### config.mk
export PLATFORM = sky130hd
export DESIGN_NAME = hazard_ctrl
export DESIGN_NICKNAME = d
export VERILOG_FILES = /design/src/rtl/hazard_ctrl_pkg.sv /design/src/rtl/hazard_ctrl_sat_counter.sv /design/src/rtl/hazard_ctrl.sv
export SDC_FILE = /design/constraint.sdc
export NUM_CORES = 1
export LEC_CHECK = 0
export BUFFER_PORTS_ARGS = -buffer_cell sky130_fd_sc_hd__buf_2
export CAP_MARGIN = 25
export CORE_ASPECT_RATIO = 0.6
export CORE_MARGIN = 2
export CORE_UTILIZATION = 40
export CTS_BUF_LIST = sky130_fd_sc_hd__clkbuf_16
export DETAILED_ROUTE_END_ITERATION = 16
export SYNTH_ARGS = -nofsm -noshare
export SYNTH_HDL_FRONTEND = slang
export SYNTH_HIERARCHICAL = 1
export SYNTH_SLANG_ARGS = --single-unit
### constraint.sdc
create_clock -name clk_i -period 3.1 [get_ports clk_i]
set_input_delay 0.155 -clock clk_i [delete_from_list [all_inputs] [get_ports clk_i]]
set_output_delay 0.155 -clock clk_i [all_outputs]
set_load 0.02 [all_outputs]
### src/rtl/hazard_ctrl_pkg.sv
`default_nettype none
// ============================================================================
// Module   : hazard_ctrl_pkg
// Purpose  : Shared types and constants for the pipeline hazard controller:
//            FSM state encoding, default watchdog limit, control bundle and
//            a register-match helper used by the load-use detector.
// Revision : 1.0 - initial release
// ============================================================================
package hazard_ctrl_pkg;

  // Default number of data-memory wait cycles tolerated before the sticky error
  localparam int DEF_TIMEOUT = 255;

  // Controller state encoding; values are visible on state_o
  typedef enum logic [1:0] {
    ST_RUN      = 2'd0,
    ST_MEM_WAIT = 2'd1,
    ST_ERR      = 2'd2
  } state_e;

  // Stall/bubble controls for the four pipeline registers
  typedef struct packed {
    logic f_stall;
    logic d_stall;
    logic e_stall;
    logic f_bubble;
    logic d_bubble;
    logic m_bubble;
  } ctrl_t;

  // True when a source operand is actually read and names the given register
  function automatic logic src_hit(input logic use_src, input logic [4:0] rs,
                                   input logic [4:0] dst);
    return use_src && (rs == dst);
  endfunction

endpackage : hazard_ctrl_pkg
`default_nettype wire

### src/rtl/hazard_ctrl_sat_counter.sv
`default_nettype none
// ============================================================================
// Module   : sat_counter
// Purpose  : Saturating up-counter with synchronous increment and
//            asynchronous active-low clear; holds at all-ones.
// Revision : 1.0 - initial release
// ============================================================================
module sat_counter #(
  parameter int W = 32
) (
  input  logic         clk_i,
  input  logic         rst_n,
  input  logic         inc_i,
  output logic [W-1:0] cnt_o
);

  // Count up on request, stopping once every bit is set
  always_ff @(posedge clk_i or negedge rst_n) begin
    if (!rst_n) begin
      cnt_o <= '0;
    end else if (inc_i && (cnt_o != {W{1'b1}})) begin
      cnt_o <= cnt_o + W'(1);
    end
  end

endmodule : sat_counter
`default_nettype wire

### src/rtl/hazard_ctrl.sv
`default_nettype none
// ============================================================================
// Module   : hazard_ctrl
// Purpose  : Five-stage pipeline hazard/stall controller. Resolves data-memory
//            waits (with watchdog), branch mispredict flushes and load-use
//            hazards in strict priority, and keeps saturating stall and flush
//            performance counters.
// Revision : 1.0 - initial release
// ============================================================================
module hazard_ctrl
  import hazard_ctrl_pkg::*;
#(
  parameter int TIMEOUT = DEF_TIMEOUT,
  parameter int CNT_W   = 32
) (
  input  logic             clk_i,
  input  logic             rst_n,
  input  logic [4:0]       D_rs1_i,
  input  logic [4:0]       D_rs2_i,
  input  logic             D_use_rs1_i,
  input  logic             D_use_rs2_i,
  input  logic             DD_need_dstE_i,
  input  logic [4:0]       DD_dstE_i,
  input  logic             DD_is_load_i,
  input  logic             E_mispredict_i,
  input  logic             M_req_i,
  input  logic             M_ack_i,
  output logic             F_stall_o,
  output logic             D_stall_o,
  output logic             E_stall_o,
  output logic             F_bubble_o,
  output logic             D_bubble_o,
  output logic             M_bubble_o,
  output logic             mem_err_o,
  output logic [1:0]       state_o,
  output logic [CNT_W-1:0] stall_cnt_o,
  output logic [CNT_W-1:0] flush_cnt_o
);

  // Wide enough to hold TIMEOUT itself
  localparam int                WAIT_W      = $clog2(TIMEOUT + 1);
  localparam logic [WAIT_W-1:0] TIMEOUT_CNT = WAIT_W'(TIMEOUT);

  state_e            state, state_nxt;
  logic [WAIT_W-1:0] wait_cnt, wait_nxt;
  logic              mem_hold;
  logic              load_use;
  logic              stall_inc;
  logic              flush_inc;
  ctrl_t             ctrl;

  // Memory stall: live request without ack, or permanently once in error
  assign mem_hold = ((state != ST_ERR) && M_req_i && !M_ack_i) || (state == ST_ERR);

  // Load result needed by decode next cycle; x0 is never a real dependency
  assign load_use = DD_is_load_i && DD_need_dstE_i && (DD_dstE_i != 5'd0) &&
                    (src_hit(D_use_rs1_i, D_rs1_i, DD_dstE_i) ||
                     src_hit(D_use_rs2_i, D_rs2_i, DD_dstE_i));

  // State and watchdog registers
  always_ff @(posedge clk_i or negedge rst_n) begin
    if (!rst_n) begin
      state    <= ST_RUN;
      wait_cnt <= '0;
    end else begin
      state    <= state_nxt;
      wait_cnt <= wait_nxt;
    end
  end

  // Next-state logic; an ack always beats the watchdog in the same cycle
  always_comb begin
    state_nxt = state;
    wait_nxt  = wait_cnt;
    case (state)
      ST_RUN: begin
        if (M_req_i && !M_ack_i) begin
          state_nxt = ST_MEM_WAIT;
          wait_nxt  = WAIT_W'(1);
        end
      end
      ST_MEM_WAIT: begin
        if (M_ack_i) begin
          state_nxt = ST_RUN;
          wait_nxt  = '0;
        end else if (wait_cnt == TIMEOUT_CNT) begin
          state_nxt = ST_ERR;
        end else begin
          wait_nxt = wait_cnt + WAIT_W'(1);
        end
      end
      ST_ERR: begin
        state_nxt = ST_ERR;
      end
      default: begin
        state_nxt = ST_RUN;
        wait_nxt  = '0;
      end
    endcase
  end

  // Pipeline controls in priority order; all forced low while reset is held
  always_comb begin
    ctrl = '0;
    if (rst_n) begin
      if (mem_hold) begin
        // Execute is frozen, so a mispredict or load-use re-presents later
        ctrl.f_stall  = 1'b1;
        ctrl.d_stall  = 1'b1;
        ctrl.e_stall  = 1'b1;
        ctrl.m_bubble = 1'b1;
      end else if (E_mispredict_i) begin
        ctrl.f_bubble = 1'b1;
        ctrl.d_bubble = 1'b1;
      end else if (load_use) begin
        ctrl.f_stall  = 1'b1;
        ctrl.d_bubble = 1'b1;
      end
    end
  end

  assign F_stall_o  = ctrl.f_stall;
  assign D_stall_o  = ctrl.d_stall;
  assign E_stall_o  = ctrl.e_stall;
  assign F_bubble_o = ctrl.f_bubble;
  assign D_bubble_o = ctrl.d_bubble;
  assign M_bubble_o = ctrl.m_bubble;
  assign mem_err_o  = (state == ST_ERR);
  assign state_o    = state;

  // Count the controls actually applied, after priority resolution
  assign stall_inc = ctrl.f_stall;
  assign flush_inc = ctrl.f_bubble;

  sat_counter #(.W(CNT_W)) u_stall_cnt (
    .clk_i (clk_i),
    .rst_n (rst_n),
    .inc_i (stall_inc),
    .cnt_o (stall_cnt_o)
  );

  sat_counter #(.W(CNT_W)) u_flush_cnt (
    .clk_i (clk_i),
    .rst_n (rst_n),
    .inc_i (flush_inc),
    .cnt_o (flush_cnt_o)
  );

endmodule : hazard_ctrl
`default_nettype wire
Word-level counts from Yosys, hierarchy flattened

Cells that the tools add are included.

Reduce and logical (&&, ||, !) cells: 17
Mux-type cells: 17
Equal/unequal tests: 11
Bitwise gates (word level): 1
$add $sub $neg: 3

Operator list:

| cell                    | number |
|---|---|
| $add A32 B1 Y32 const B | 2 |
| $ne A32 B32 Y1 const B  | 2 |
| $mux W8                 | 3 |
| $pmux W8 S3             | 1 |
| $eq A5 B5 Y1            | 2 |
| $logic_and A1 B1 Y1     | 10 |
| $mux W2                 | 5 |
| $add A8 B1 Y8 const B   | 1 |
| $eq A8 B8 Y1 const B    | 1 |
| $mux W1                 | 6 |
| $mux W6                 | 1 |
| $ne A3 B3 Y1 const B    | 2 |
| $pmux W2 S3             | 1 |
| $reduce_bool A5 Y1      | 1 |
| $ne A2 B2 Y1 const B    | 2 |
| $reduce_and A3 Y1       | 1 |
| $eq A2 B1 Y1 const B    | 1 |
| $eq A2 B2 Y1 const B    | 1 |
| $logic_not A2 Y1        | 1 |
| $logic_or A1 B1 Y1      | 2 |
| $reduce_and A2 Y1       | 1 |
| $logic_not A1 Y1        | 1 |
| $not A1 Y1              | 1 |

Bits in registers: 74
Word-level logic and storage cells: 53

Depth between registers and ports, before layout

Word-level depth: 9
Depth in mapped cells: 11

Modules after synthesis

Netlist, hierarchy kept.

Modules (own cells, without submodules):

| module      | cells each | seq. area each (um2) | times used | area each (um2) |
|---|---|---|---|---|
| sat_counter | 151        | 800.8                | 2          | 1624.1 |
| hazard_ctrl | 86         | 250.2                | 1          | 754.5 |

Least setup slack after synthesis

OpenSTA, ideal clock, no wires.

Path type: input to register
Start: input port DD_dstE_i[4]
End: register u_stall_cnt.cnt_o[29]
Stages on the path: 10
Path buffers: 1
Path slack: 0.223 ns
Arrival time: 2.798 ns
Required time: 3.020 ns
Setup time: 0.080 ns
Cell sequence: xor2_1 > nor4_1 > a32oi_1 > o31ai_1 > and3_1 > nor2b_1 > clkbuf_1 > nand4_1 > nor4_2 > xor2_1

Cells in the longest elaborated chain, start to end: 9
Elaborated cells on any way between the ends: 13
Those cells by class: 2 x eq/ne; 4 x mux; 7 x reduce/logical

RTL lines:

| what                   | line                          | text |
|---|---|---|
| start: declaration     | hazard_ctrl.sv:23             | `input logic [4:0] DD_dstE_i,` |
| $eq A5 B5 Y1           | hazard_ctrl_pkg.sv:34         | `return use_src && (rs == dst);` |
| $logic_and A1 B1 Y1    | hazard_ctrl_pkg.sv:34         |  |
| $logic_or A1 B1 Y1     | hazard_ctrl.sv:57             | `(src_hit(D_use_rs1_i, D_rs1_i, DD_dstE_i) \|\|` |
| $logic_and A1 B1 Y1 *  | hazard_ctrl.sv:56             | `assign load_use = DD_is_load_i && DD_need_dstE_i && (DD_dstE_i != 5'd0) &&` |
| $mux W1 *              | hazard_ctrl.sv:115            | `end else if (load_use) begin` |
| $mux W1 *              | hazard_ctrl.sv:112            | `end else if (E_mispredict_i) begin` |
| $mux W1 *              | hazard_ctrl.sv:106            | `if (mem_hold) begin` |
| $mux W6 *              | hazard_ctrl.sv:105            | `if (rst_n) begin` |
| via F_stall_o          | hazard_ctrl.sv:28             | `output logic F_stall_o,` |
| $logic_and A1 B1 Y1 *  | hazard_ctrl_sat_counter.sv:21 | `end else if (inc_i && (cnt_o != {W{1'b1}})) begin` |
| end signal: assignment | hazard_ctrl_sat_counter.sv:22 | `cnt_o <= cnt_o + W'(1);` |
| end: declaration       | hazard_ctrl_sat_counter.sv:14 | `output logic [W-1:0] cnt_o` |

Mark *: on every way through the listed nets, which the timed path passes. The rest lies on a longest branch.
A chain may end at the register's enable or synchronous reset.

Final worst setup path

Start: register state[0] (netlist: state_o[0])
End: register u_stall_cnt.cnt_o[25]

Cells in the longest elaborated chain, start to end: 7
Elaborated cells on any way between the ends: 8
Those cells by class: 2 x eq/ne; 2 x mux; 4 x reduce/logical

RTL lines:

| what                             | line                          | text |
|---|---|---|
| start: declaration               | hazard_ctrl.sv:44             | `state_e state, state_nxt;` |
| start signal: assignment         | hazard_ctrl.sv:66             | `state <= state_nxt;` |
| $ne A2 B2 Y1                     | hazard_ctrl.sv:53             | `assign mem_hold = ((state != ST_ERR) && M_req_i && !M_ack_i) \|\| (state == ST_ERR);` |
| $logic_and A1 B1 Y1 (2 in a row) | hazard_ctrl.sv:53             |  |
| $logic_or A1 B1 Y1 *             | hazard_ctrl.sv:53             |  |
| $mux W1 *                        | hazard_ctrl.sv:106            |  |
| $mux W6 *                        | hazard_ctrl.sv:105            |  |
| $logic_and A1 B1 Y1 *            | hazard_ctrl_sat_counter.sv:21 |  |

Every way passes the cells marked *; elsewhere a longest branch is shown, timed or not.

==> impl_metrics.yaml <==
synth:
  syn_inst: 388
  synth_fp_nets: 415
  syn-cell-area_mm2: 0.00400
  yosysWarnings: 6
  synth_seq_cells: 74
  synth.avg_cell_area_um2: 10.3
  ys_seq_area_share_pct: 46.3
  ys_types: 51
cts:
  clk_latency_ns: 0.33
  post-cts-setup-buffer-count: 0
  cts.hold.buffers_added: 0
  cts_inserted_buffers: 9
  ctsLongestPathBuffers: 2
  cts-root-buf: "clkbuf_16"
  cts-htree-levels: 3
  cts.sinks: 74
  cts_resized: 0
  clkTransAtPathRegs_ns: 0.06
  tritoncts: "yes"
timing:
  finalHoldViolCount: 0
  tightestPinTransition_ns: 0.740
  clock.fmax_ghz: 0.397
  relSlewSlack_pct: 50.7
  period_share_pct: 81.4
  rsz0062_at_grt: "no"
  fin_crit_ns: 2.52
  skew_ns: 0.00442
  setup_viol: 0
  fin_tns_setup_ns: 0
  slew_violations: 0
  fin_hold_ws_ns: 0.130
global_route:
  track_usage_pct: 19.0
  grt_max_degree: 75
  grt_pass1_wl_mm: 15.8
  grt_overflow: 0
  antenna_found_initial: 0
  grt_pass1_vias: 2992
floorplan:
  io_pins: 97
  die_y_um: 81.5
  die-area_mm2: 0.0108
  initial_core_util_pct: 40.8
  num_rows: 28
  die_w_um: 133
  core_mm2: 0.00981
placement:
  placed_cells: 616
  gp_congestion: 0.821
  dpl_cell_area_mm2: 0.00463
  io_buffers: 96
  post-dp-hpwl_mm: 7.55
hold_path:
  holdCritPathClass: "primary input to flop"
drt:
  drc_errors: 0
  drt-total-wl_mm: 10.2
  vias: 3405
  drtIter0Drc: 139
  via_per_inst: 5.37
  dr.pass1.iters: 4
  routedWlPerCell_um: 16.2
  antenna_left: 0
final_layout:
  fin_nets: 521
  post_route_cells_drive_above_1_share_pct: 28.3
  syn_to_final_growth_pct: 24.9
  final_area_mm2: 0.00500
  fillers: 936
  insertedDiodeCount: 0
  post_layout_nonfiller_instances: 634
power:
  ir_drop_v: 0.000303
  finalPower_uw: 2720
  power_leakage_uw: 0.00231
  powerDensity_mw_per_mm2: 544
setup_path:
  cp-end-kind: "flop"
  critPathLaunchType: "flop"
  path_class: "flop to flop"
  arrival_ns: 2.74
  required_ns: 3.32
  path_max_fanout: 10
run_status:
  status: "completed"
run:
  maxCapViolations: 0
[placed cells by master (no fill, tap or decap), drive strengths merged, types with 2 or more instances in the layout]
cell	instances
a21oi	10
a31oi	2
and3	4
and4	8
buf	102
bufinv	3
clkbuf	9
clkinv	4
dfrtp	74
ha	3
inv	8
mux2	5
nand2	38
nand3	36
nand3b	2
nand4	33
nor2	25
nor2b	2
nor3	10
nor4	12
o211ai	4
o21ai	6
o31ai	4
or2	3
or3	4
or4	6
xnor2	50
xor2	19
[worst paths after layout]
| path | from | end | slack (ns) | cells after the start |
|---|---|---|---|---|
| worst min register to register | wait_cnt[6] | wait_cnt[6] | 0.49 | 1 |
| worst max-delay path | state_o[0] | u_stall_cnt/cnt_o[25] | 0.58 | 10 |
| worst min-delay path | M_req_i | state_o[0] | 0.13 | 3 |
| max in group asynchronous | rst_n | u_flush_cnt/cnt_o[5] | 2.07 | 4 |
| min in group asynchronous | rst_n | u_stall_cnt/cnt_o[1] | 0.47 | 3 |
| worst max register to register | state_o[0] | u_stall_cnt/cnt_o[25] | 0.58 | 10 |
[synth_stat cells, drive strengths merged]
cell	instances	area, um^2
and4	8	70.1
xor2	19	166
o2bb2ai	1	8.76
nor4	12	118
clkbuf	2	7.51
a31oi	2	12.5
nor3	10	70.1
a32oi	1	8.76
nand3b	2	15.0
nand4	33	219
and2	1	6.26
o21ai	6	30.0
o22a	1	8.76
mux2i	1	10.0
o32ai	1	16.3
inv	8	30.0
and3	4	25.0
a21oi	10	50.1
or4	6	60.1
xnor2	50	438
o2111ai	1	8.76
o22ai	1	6.26
or3	4	25.0
nand3	36	190
or2b	1	7.51
o21bai	1	7.51
o31ai	4	57.6
nand2	38	148
o211ai	4	30.0
a311oi	1	8.76
dfrtp	74	1850
ha	3	37.5
nor3b	1	18.8
or2	3	18.8
mux2	5	56.3
buf	6	53.8
nor2	25	93.8
nor2b	2	12.5
[metrics by stage]
stage               setup WS (ns)  utilization [%]
CTS                         0.598             50.6
detailed placement          0.545             47.2
global route                0.409             51.0
floorplan                   0.223                -
finish                      0.578             51.0
global placement            0.543             47.2
[where the power goes]
part	switching [uW]	internal, uW	total, uW
combinational	250	152	402
clock	396	777	1170
sequential	106	1040	1140
[sequential cells by signal, indices dropped and copies added (netlist names)]
name               count
state_o                2
u_stall_cnt/cnt_o     32
u_flush_cnt/cnt_o     32
wait_cnt               8
[routing by layer]
layer	vias up	wire, um	global-route usage (%)
li1	1626	-	-
met1	1647	5370	29.3
met2	128	4100	25.4
met3	4	722	5.25
met4	0	51	5.53
met5	-	0	0
[kinds of logic after synthesis]
kind of cell	synth area share (%)
simple gates	27.4
flops	46.3
xor+xnor	15.1
compound gates	6.35
buf+inv	2.28
mux	1.66
fa+ha+maj	0.938
[layout make-up]
cell class | instances | area (um^2) | area share [%]
Clock buffer | 9 | 225 | 4.50
Inverter | 8 | 30.0 | 0.600
Timing Repair Buffer | 103 | 558 | 11.2
Multi-Input combinational cell | 298 | 2060 | 41.2
Sequential cell | 74 | 1850 | 37.0
Tap cell | 135 | 169 | 3.38
Clock inverter | 7 | 108 | 2.15
[critical path, cell delays in order (launching register included)]
cell,delay [ns]
dfrtp_1,0.48
or2b_1,0.30
o21ai_0,0.14
nand2_1,0.12
o31ai_1,0.10
buf_4,0.22
and3_1,0.21
nand3_1,0.22
nor3_2,0.32
nand4_1,0.15
xnor2_1,0.15
(Power assumes the default switching activity.)
